## src/rtl/stream_arb_mux_pkg.sv

```systemverilog
// ============================================================================
// stream_arb_pkg : shared types and helpers for the stream arbiter/mux
// Revision 1.0
// ============================================================================
`default_nettype none

package stream_arb_pkg;

    typedef enum logic {
        ARB_PRIO = 1'b0,
        ARB_RR   = 1'b1
    } arb_mode_e;

    // Modular increment: n-1 wraps back to 0.
    function automatic int unsigned next_idx(input int unsigned idx, input int unsigned n);
        return (idx + 1 >= n) ? 0 : idx + 1;
    endfunction

endpackage

`default_nettype wire

```

## src/rtl/stream_arb_mux_if.sv

```systemverilog
// ============================================================================
// stream_arb_mux_if : input channels and registered output stream bundle
// Revision 1.0
// ============================================================================
`default_nettype none

interface stream_arb_mux_if #(
    parameter int NUM_CH = 4,
    parameter int DATA_W = 8,
    parameter int IDX_W  = (NUM_CH > 1) ? $clog2(NUM_CH) : 1
);
    logic [NUM_CH-1:0]        in_valid_i;
    logic [NUM_CH*DATA_W-1:0] in_data_i;
    logic [NUM_CH-1:0]        in_ready_o;
    logic                     out_valid_o;
    logic [DATA_W-1:0]        out_data_o;
    logic [IDX_W-1:0]         out_idx_o;
    logic                     out_ready_i;

    // Mux side.
    modport slave (
        input  in_valid_i, in_data_i, out_ready_i,
        output in_ready_o, out_valid_o, out_data_o, out_idx_o
    );

    // Producer/consumer side.
    modport master (
        output in_valid_i, in_data_i, out_ready_i,
        input  in_ready_o, out_valid_o, out_data_o, out_idx_o
    );
endinterface

`default_nettype wire

```

## src/rtl/stream_arb_mux_rr_arbiter.sv

```systemverilog
// ============================================================================
// rr_arbiter : combinational fixed-priority / round-robin grant logic
// Revision 1.0
// ============================================================================
`default_nettype none

module rr_arbiter
    import stream_arb_pkg::*;
#(
    parameter int NUM_CH = 4,
    parameter int IDX_W  = (NUM_CH > 1) ? $clog2(NUM_CH) : 1
) (
    input  wire logic [NUM_CH-1:0] req_i,
    input  wire logic [IDX_W-1:0]  ptr_i,
    input  wire arb_mode_e         mode_i,
    output logic [NUM_CH-1:0]      gnt_o,
    output logic [IDX_W-1:0]       gnt_idx_o,
    output logic                   any_gnt_o
);

    logic [IDX_W-1:0]    w_eff_ptr;
    logic [NUM_CH-1:0]   w_mask;
    logic [2*NUM_CH-1:0] w_dbl;
    logic [IDX_W:0]      w_first;

    // Upper half is the unmasked request vector, so a search that finds
    // nothing at/after the pointer wraps around to the lowest request.
    always_comb begin
        w_eff_ptr = (mode_i == ARB_RR) ? ptr_i : '0;
        w_mask    = '0;
        for (int k = 0; k < NUM_CH; k++) begin
            w_mask[k] = (IDX_W'(k) >= w_eff_ptr);
        end
        w_dbl   = {req_i, req_i & w_mask};
        w_first = '0;
        for (int i = 2*NUM_CH-1; i >= 0; i--) begin
            if (w_dbl[i]) begin
                w_first = (IDX_W+1)'(i);
            end
        end
    end

    always_comb begin
        if (w_first >= (IDX_W+1)'(NUM_CH)) begin
            gnt_idx_o = IDX_W'(w_first - (IDX_W+1)'(NUM_CH));
        end else begin
            gnt_idx_o = IDX_W'(w_first);
        end
        any_gnt_o = |req_i;
        gnt_o     = '0;
        for (int k = 0; k < NUM_CH; k++) begin
            gnt_o[k] = any_gnt_o && (gnt_idx_o == IDX_W'(k));
        end
    end

endmodule

`default_nettype wire

```

## src/rtl/stream_arb_mux.sv

```systemverilog
// ============================================================================
// stream_arb_mux : N-channel valid/ready arbiter with one registered output slot
// Revision 1.0
// ============================================================================
`default_nettype none

module stream_arb_mux
    import stream_arb_pkg::*;
#(
    parameter int NUM_CH = 4,
    parameter int DATA_W = 8,
    parameter int IDX_W  = (NUM_CH > 1) ? $clog2(NUM_CH) : 1
) (
    input  wire logic       clk_i,
    input  wire logic       rst_ni,
    input  wire arb_mode_e  mode_i,
    stream_arb_mux_if.slave bus
);

    logic                out_valid_q, out_valid_d;
    logic [DATA_W-1:0]   out_data_q,  out_data_d;
    logic [IDX_W-1:0]    out_idx_q,   out_idx_d;
    logic [IDX_W-1:0]    rr_ptr_q,    rr_ptr_d;

    logic [NUM_CH-1:0]   w_gnt;
    logic [IDX_W-1:0]    w_gnt_idx;
    logic                w_any_gnt;
    logic                w_can_load;
    logic                w_xfer;
    logic [DATA_W-1:0]   w_mux;

    rr_arbiter #(
        .NUM_CH (NUM_CH),
        .IDX_W  (IDX_W)
    ) u_arb (
        .req_i     (bus.in_valid_i),
        .ptr_i     (rr_ptr_q),
        .mode_i    (mode_i),
        .gnt_o     (w_gnt),
        .gnt_idx_o (w_gnt_idx),
        .any_gnt_o (w_any_gnt)
    );

    assign w_can_load     = !out_valid_q || bus.out_ready_i;
    assign w_xfer         = w_any_gnt && w_can_load;
    assign bus.in_ready_o = w_gnt & {NUM_CH{w_can_load}};

    always_comb begin
        w_mux = '0;
        for (int k = 0; k < NUM_CH; k++) begin
            w_mux = w_mux | (bus.in_data_i[k*DATA_W +: DATA_W] & {DATA_W{w_gnt[k]}});
        end
    end

    // Pointer advances on every transfer in either mode so a later switch
    // to round-robin resumes after the last winner.
    always_comb begin
        out_valid_d = out_valid_q;
        out_data_d  = out_data_q;
        out_idx_d   = out_idx_q;
        rr_ptr_d    = rr_ptr_q;
        if (w_xfer) begin
            out_valid_d = 1'b1;
            out_data_d  = w_mux;
            out_idx_d   = w_gnt_idx;
            rr_ptr_d    = IDX_W'(next_idx(32'(w_gnt_idx), NUM_CH));
        end else if (bus.out_ready_i) begin
            out_valid_d = 1'b0;
        end
    end

    always_ff @(posedge clk_i or negedge rst_ni) begin
        if (!rst_ni) begin
            out_valid_q <= 1'b0;
            out_data_q  <= '0;
            out_idx_q   <= '0;
            rr_ptr_q    <= '0;
        end else begin
            out_valid_q <= out_valid_d;
            out_data_q  <= out_data_d;
            out_idx_q   <= out_idx_d;
            rr_ptr_q    <= rr_ptr_d;
        end
    end

    assign bus.out_valid_o = out_valid_q;
    assign bus.out_data_o  = out_data_q;
    assign bus.out_idx_o   = out_idx_q;

endmodule

`default_nettype wire
```

## src/flat_wrapper.sv

```systemverilog
// flat-port wrapper written by rule: the top's interface ports become plain ports
module stream_arb_mux_flat import stream_arb_pkg::*;
#(
    parameter int NUM_CH = 4,
    parameter int DATA_W = 8,
    parameter int IDX_W  = (NUM_CH > 1) ? $clog2(NUM_CH) : 1
)
  (clk_i, rst_ni, mode_i, bus_in_valid_i, bus_in_data_i, bus_out_ready_i, bus_in_ready_o, bus_out_valid_o, bus_out_data_o, bus_out_idx_o);
  stream_arb_mux_if #(.NUM_CH(NUM_CH), .DATA_W(DATA_W), .IDX_W(IDX_W)) bus_i ();
  input  wire logic clk_i;
  input  wire logic rst_ni;
  input  wire arb_mode_e mode_i;
  input wire logic [$bits(bus_i.in_valid_i)-1:0] bus_in_valid_i;
  input wire logic [$bits(bus_i.in_data_i)-1:0] bus_in_data_i;
  input wire logic [$bits(bus_i.out_ready_i)-1:0] bus_out_ready_i;
  output wire logic [$bits(bus_i.in_ready_o)-1:0] bus_in_ready_o;
  output wire logic [$bits(bus_i.out_valid_o)-1:0] bus_out_valid_o;
  output wire logic [$bits(bus_i.out_data_o)-1:0] bus_out_data_o;
  output wire logic [$bits(bus_i.out_idx_o)-1:0] bus_out_idx_o;
  assign bus_i.in_valid_i = bus_in_valid_i;
  assign bus_i.in_data_i = bus_in_data_i;
  assign bus_i.out_ready_i = bus_out_ready_i;
  assign bus_in_ready_o = bus_i.in_ready_o;
  assign bus_out_valid_o = bus_i.out_valid_o;
  assign bus_out_data_o = bus_i.out_data_o;
  assign bus_out_idx_o = bus_i.out_idx_o;
  stream_arb_mux #(.NUM_CH(NUM_CH), .DATA_W(DATA_W), .IDX_W(IDX_W)) u_core (.clk_i(clk_i), .rst_ni(rst_ni), .mode_i(mode_i), .bus(bus_i));
endmodule
```

## config.mk

```make
export PLATFORM = sky130hd
export DESIGN_NAME = stream_arb_mux_flat
export DESIGN_NICKNAME = d
export VERILOG_FILES = /design/src/rtl/stream_arb_mux_pkg.sv /design/src/rtl/stream_arb_mux_if.sv /design/src/rtl/stream_arb_mux_rr_arbiter.sv /design/src/rtl/stream_arb_mux.sv /design/src/flat_wrapper.sv
export SDC_FILE = /design/constraint.sdc
export NUM_CORES = 1
export LEC_CHECK = 0
export ABC_CLOCK_PERIOD_IN_PS = 5200
export BUFFER_PORTS_ARGS = -buffer_cell sky130_fd_sc_hd__buf_2
export CELL_PAD_IN_SITES_DETAIL_PLACEMENT = 1
export CELL_PAD_IN_SITES_GLOBAL_PLACEMENT = 1
export CORE_ASPECT_RATIO = 1.1
export CORE_MARGIN = 2
export CORE_UTILIZATION = 32
export DETAILED_ROUTE_END_ITERATION = 8
export PLACE_DENSITY_LB_ADDON = 0.1
export SETUP_SLACK_MARGIN = 0.4
export SLEW_MARGIN = 20
export SYNTH_ARGS = -nofsm -noshare
export SYNTH_HDL_FRONTEND = slang
export SYNTH_SLANG_ARGS = --single-unit
```

## constraint.sdc

```tcl
create_clock -name clk_i -period 5.2 [get_ports clk_i]
set_input_delay 0.52 -clock clk_i [delete_from_list [all_inputs] [get_ports clk_i]]
set_output_delay 0.52 -clock clk_i [all_outputs]
set_load 0.02 [all_outputs]
```

==> qor.yml <==
synthDistinctLibCells: 27
die_h_um: 59.11
clkPwrFrac_pct: 15.9
synth_seq_cells: 13
tightest_slew_ps: 721.7
root_buffer: "clkbuf_4"
clkTransAtPathRegs_ps: 80
final_cell_mix: "buf_2 (54), a22oi_1 (16), dfrtp_1 (13)"
drive_gt1_share_pct: 50.36
ir_worst_vdd_mv: 0.1743
layout_commonest_cell: "buf_2"
skew_ps: 1.558
start_util_pct: 34.41
synth_area_per_cell_um2: 10.39
path_class: "flop to output port"
worstPathArrival_ps: 2180
ys.warnings.count: 0
rr_startpoint: "u_core.rr_ptr_q[1]$_DFFE_PN0P_"
syn_nets: 129
hold_slack_ps: 123.3
routed_via_density: 5.143
cts_buffers: 3
ys_seq_area_share_pct: 36.83
worstSkewPairLatency_ps: 270
drv_slew: 0
clock.fmax_ghz: 0.3709
clock_path_buffers: 2
crit_slowest_cell: "dfrtp_1"
cts_setup_buffers: 0
drtAntennaViolNets: 0
firstDrtPassIters: 4
finalWeightedCongestion: 0.7361
syn_inst: 85
final-hold-violation-count: 0
netlist.area_leader.share_pct: 36.83
fin_crit_ps: 2696
path_max_fanout: 9
n_antenna_cell: 0
startpoint: "u_core.rr_ptr_q[1]$_DFFE_PN0P_"
reg2reg_slack_ps: 2960
min_path_type: "input port to async pin"
grt_overflow_total: 0
routed_wl_mm: 2.580
grt_max_degree: 14
num_vias: 864
swShare_pct: 38.96
grt_use_total_pct: 16.70
maxCapViolCount: 0
p_per_area_nw_per_um2: 340.1
status: "complete, no violations"
ctsHoldBuffers: 0
area_delta_synth_final_pct: 34.56
antenna_found_initial: 0
switchingPower_w: 0.0001575
path_cells: "a21boi_0 -> a311oi_1 -> or2_2 -> ha_1 -> and2_1 -> buf_2"
seqPwrFrac_pct: 36.8
worst_ep_required_time_ps: 4680
synth_top_cell_by_area: "dfrtp_1"
cts_max_level: 1
rsz0062_at_grt: "false"
die_x_um: 54.10
slew_headroom_pct: 51.84
grt_pass1_wl_mm: 3.884
cp-end-kind: "output port"
io_buffers: 54
cts.sinks: 13
fillCellCount: 318
wl_per_cell_um: 15.36
drt_iter0_drc: 20
core-area_um2: 2567
critPathMaxStageDelay_ps: 450
die_area_um2: 3197
r2r.worst_path.cells: 7
num_rows: 19
period_share_pct: 51.85
critical_path.startpoint_type: "flop"
ios: 55
timing.setup.tns_ps: 0
first_global_vias: 878
r2r-end: "u_core.bus.out_data_o[3]$_DFFE_PN0P_"
netlist_area_um2: 883.3
hpwl_mm: 2.037
cts_resized: 0
fin_nets: 182
finalSetupViolCount: 0
route.detailed.drc: 0
yosys-top-cells-area: "dfrtp_1 (37%), a22oi_1 (14%), mux2_4 (10%), ha_1 (5.7%), mux2_2 (3.8%)"
cts_tree: "done"
internal_power_w: 0.0002467
power_leakage_nw: 0.6052
combPwrFrac_pct: 47.3
==> state kept, by name (all words and copies together), names as in the netlist <==
register	count
u_core.bus.out_valid_o	1
u_core.bus.out_data_o	8
u_core.bus.out_idx_o	2
u_core.rr_ptr_q	2
==> layout make-up <==
cell class	instances	area, um^2	area share, %
inverter	1	3.754	0.3158
multi-input combinational	65	524.3	44.11
sequential	13	325.3	27.37
timing repair buffer	54	270.3	22.74
tap	31	38.79	3.263
clock buffer	4	26.28	2.211
==> power groups by stage <==
stage | Clock [W] | Combinational [W] | Sequential (W)
global route | 0.0000735 | 0.000210 | 0.000152
finish | 0.0000643 | 0.000191 | 0.000149
detailed placement | 0 | 0.000193 | 0.000151
CTS | 0.0000682 | 0.000194 | 0.000149
floorplan | 0 | 0.0000964 | 0.000178
global placement | 0 | 0.000191 | 0.000148
==> through the flow <==
| step | utilization, % | instance area (um^2) | total power (W) | setup WS [ps] | std cells |
|---|---|---|---|---|---|
| after floorplan | - | 883.3 | 0.0002746 | 2885 | 85 |
| after global placement | 45.27 | 1162 | 0.0003388 | 2643 | 164 |
| after detailed placement | 45.27 | 1162 | 0.0003433 | 2566 | 164 |
| after CTS | 46.30 | 1189 | 0.0004114 | 2479 | 168 |
| after global routing | 46.30 | 1189 | 0.0004353 | 2277 | 168 |
| final | 46.30 | 1189 | 0.0004042 | 2504 | 168 |
==> routing by layer <==
metal  wire length, um  up-vias  track usage, %  part of all wire (%)
met4                17        0           6.429                  0.66
li1                  -      423               -                     -
met2              1248       39           29.09                    48
met3               243        2           3.788                   9.4
met1              1070      400           19.52                    41
met5                 0        -               0                     0
==> worst max path at each step <==
stage / slack [ps] / depth (start not counted) / end
global placement: 2640 / 7 / bus_in_ready_o[2]
floorplan: 2880 / 6 / bus_in_ready_o[2]
finish: 2500 / 6 / bus_in_ready_o[2]
global route: 2280 / 6 / bus_in_ready_o[2]
CTS: 2480 / 6 / bus_in_ready_o[2]
detailed placement: 2570 / 7 / bus_in_ready_o[2]
==> synthesized netlist by cell type, drive strengths merged <==
master   instances
buf              1
o41ai            2
nor3             1
inv              1
dfrtp           13
mux2             9
nand2            8
o41a             1
nand2b           1
o21bai           1
or2b             1
and2             5
ha               4
nor2             3
a311oi           1
a31oi            2
nor2b            1
a21boi           2
nor4             1
a22oi           16
o2bb2ai          1
or3              1
or2              1
clkbuf           5
o21ai            3
==> critical path: cells and delay by family, from the launching register on <==
family                   cells  cell delay (ps)
buffers and inverters        1              160
AO/OA/AOI/OAI                2              550
flip-flops                   1              450
adder cells (fa/ha/maj)      1              350
AND/OR/NAND/NOR              2              400
==> kinds of logic (layout without fill, tap and decap cells) <==
kind of cell / after synthesis / count (layout) / share of synthesized area, %
DFF: 13 / 13 / 36.83
AOI/OAI and AO/OA: 29 / 29 / 24.50
adders and majority gates: 4 / 4 / 5.666
muxes: 9 / 9 / 14.02
buffers and inverters: 7 / 59 / 3.824
and+or+nand+nor: 23 / 23 / 15.16
No activity file was read; power rests on OpenSTA's default activity.
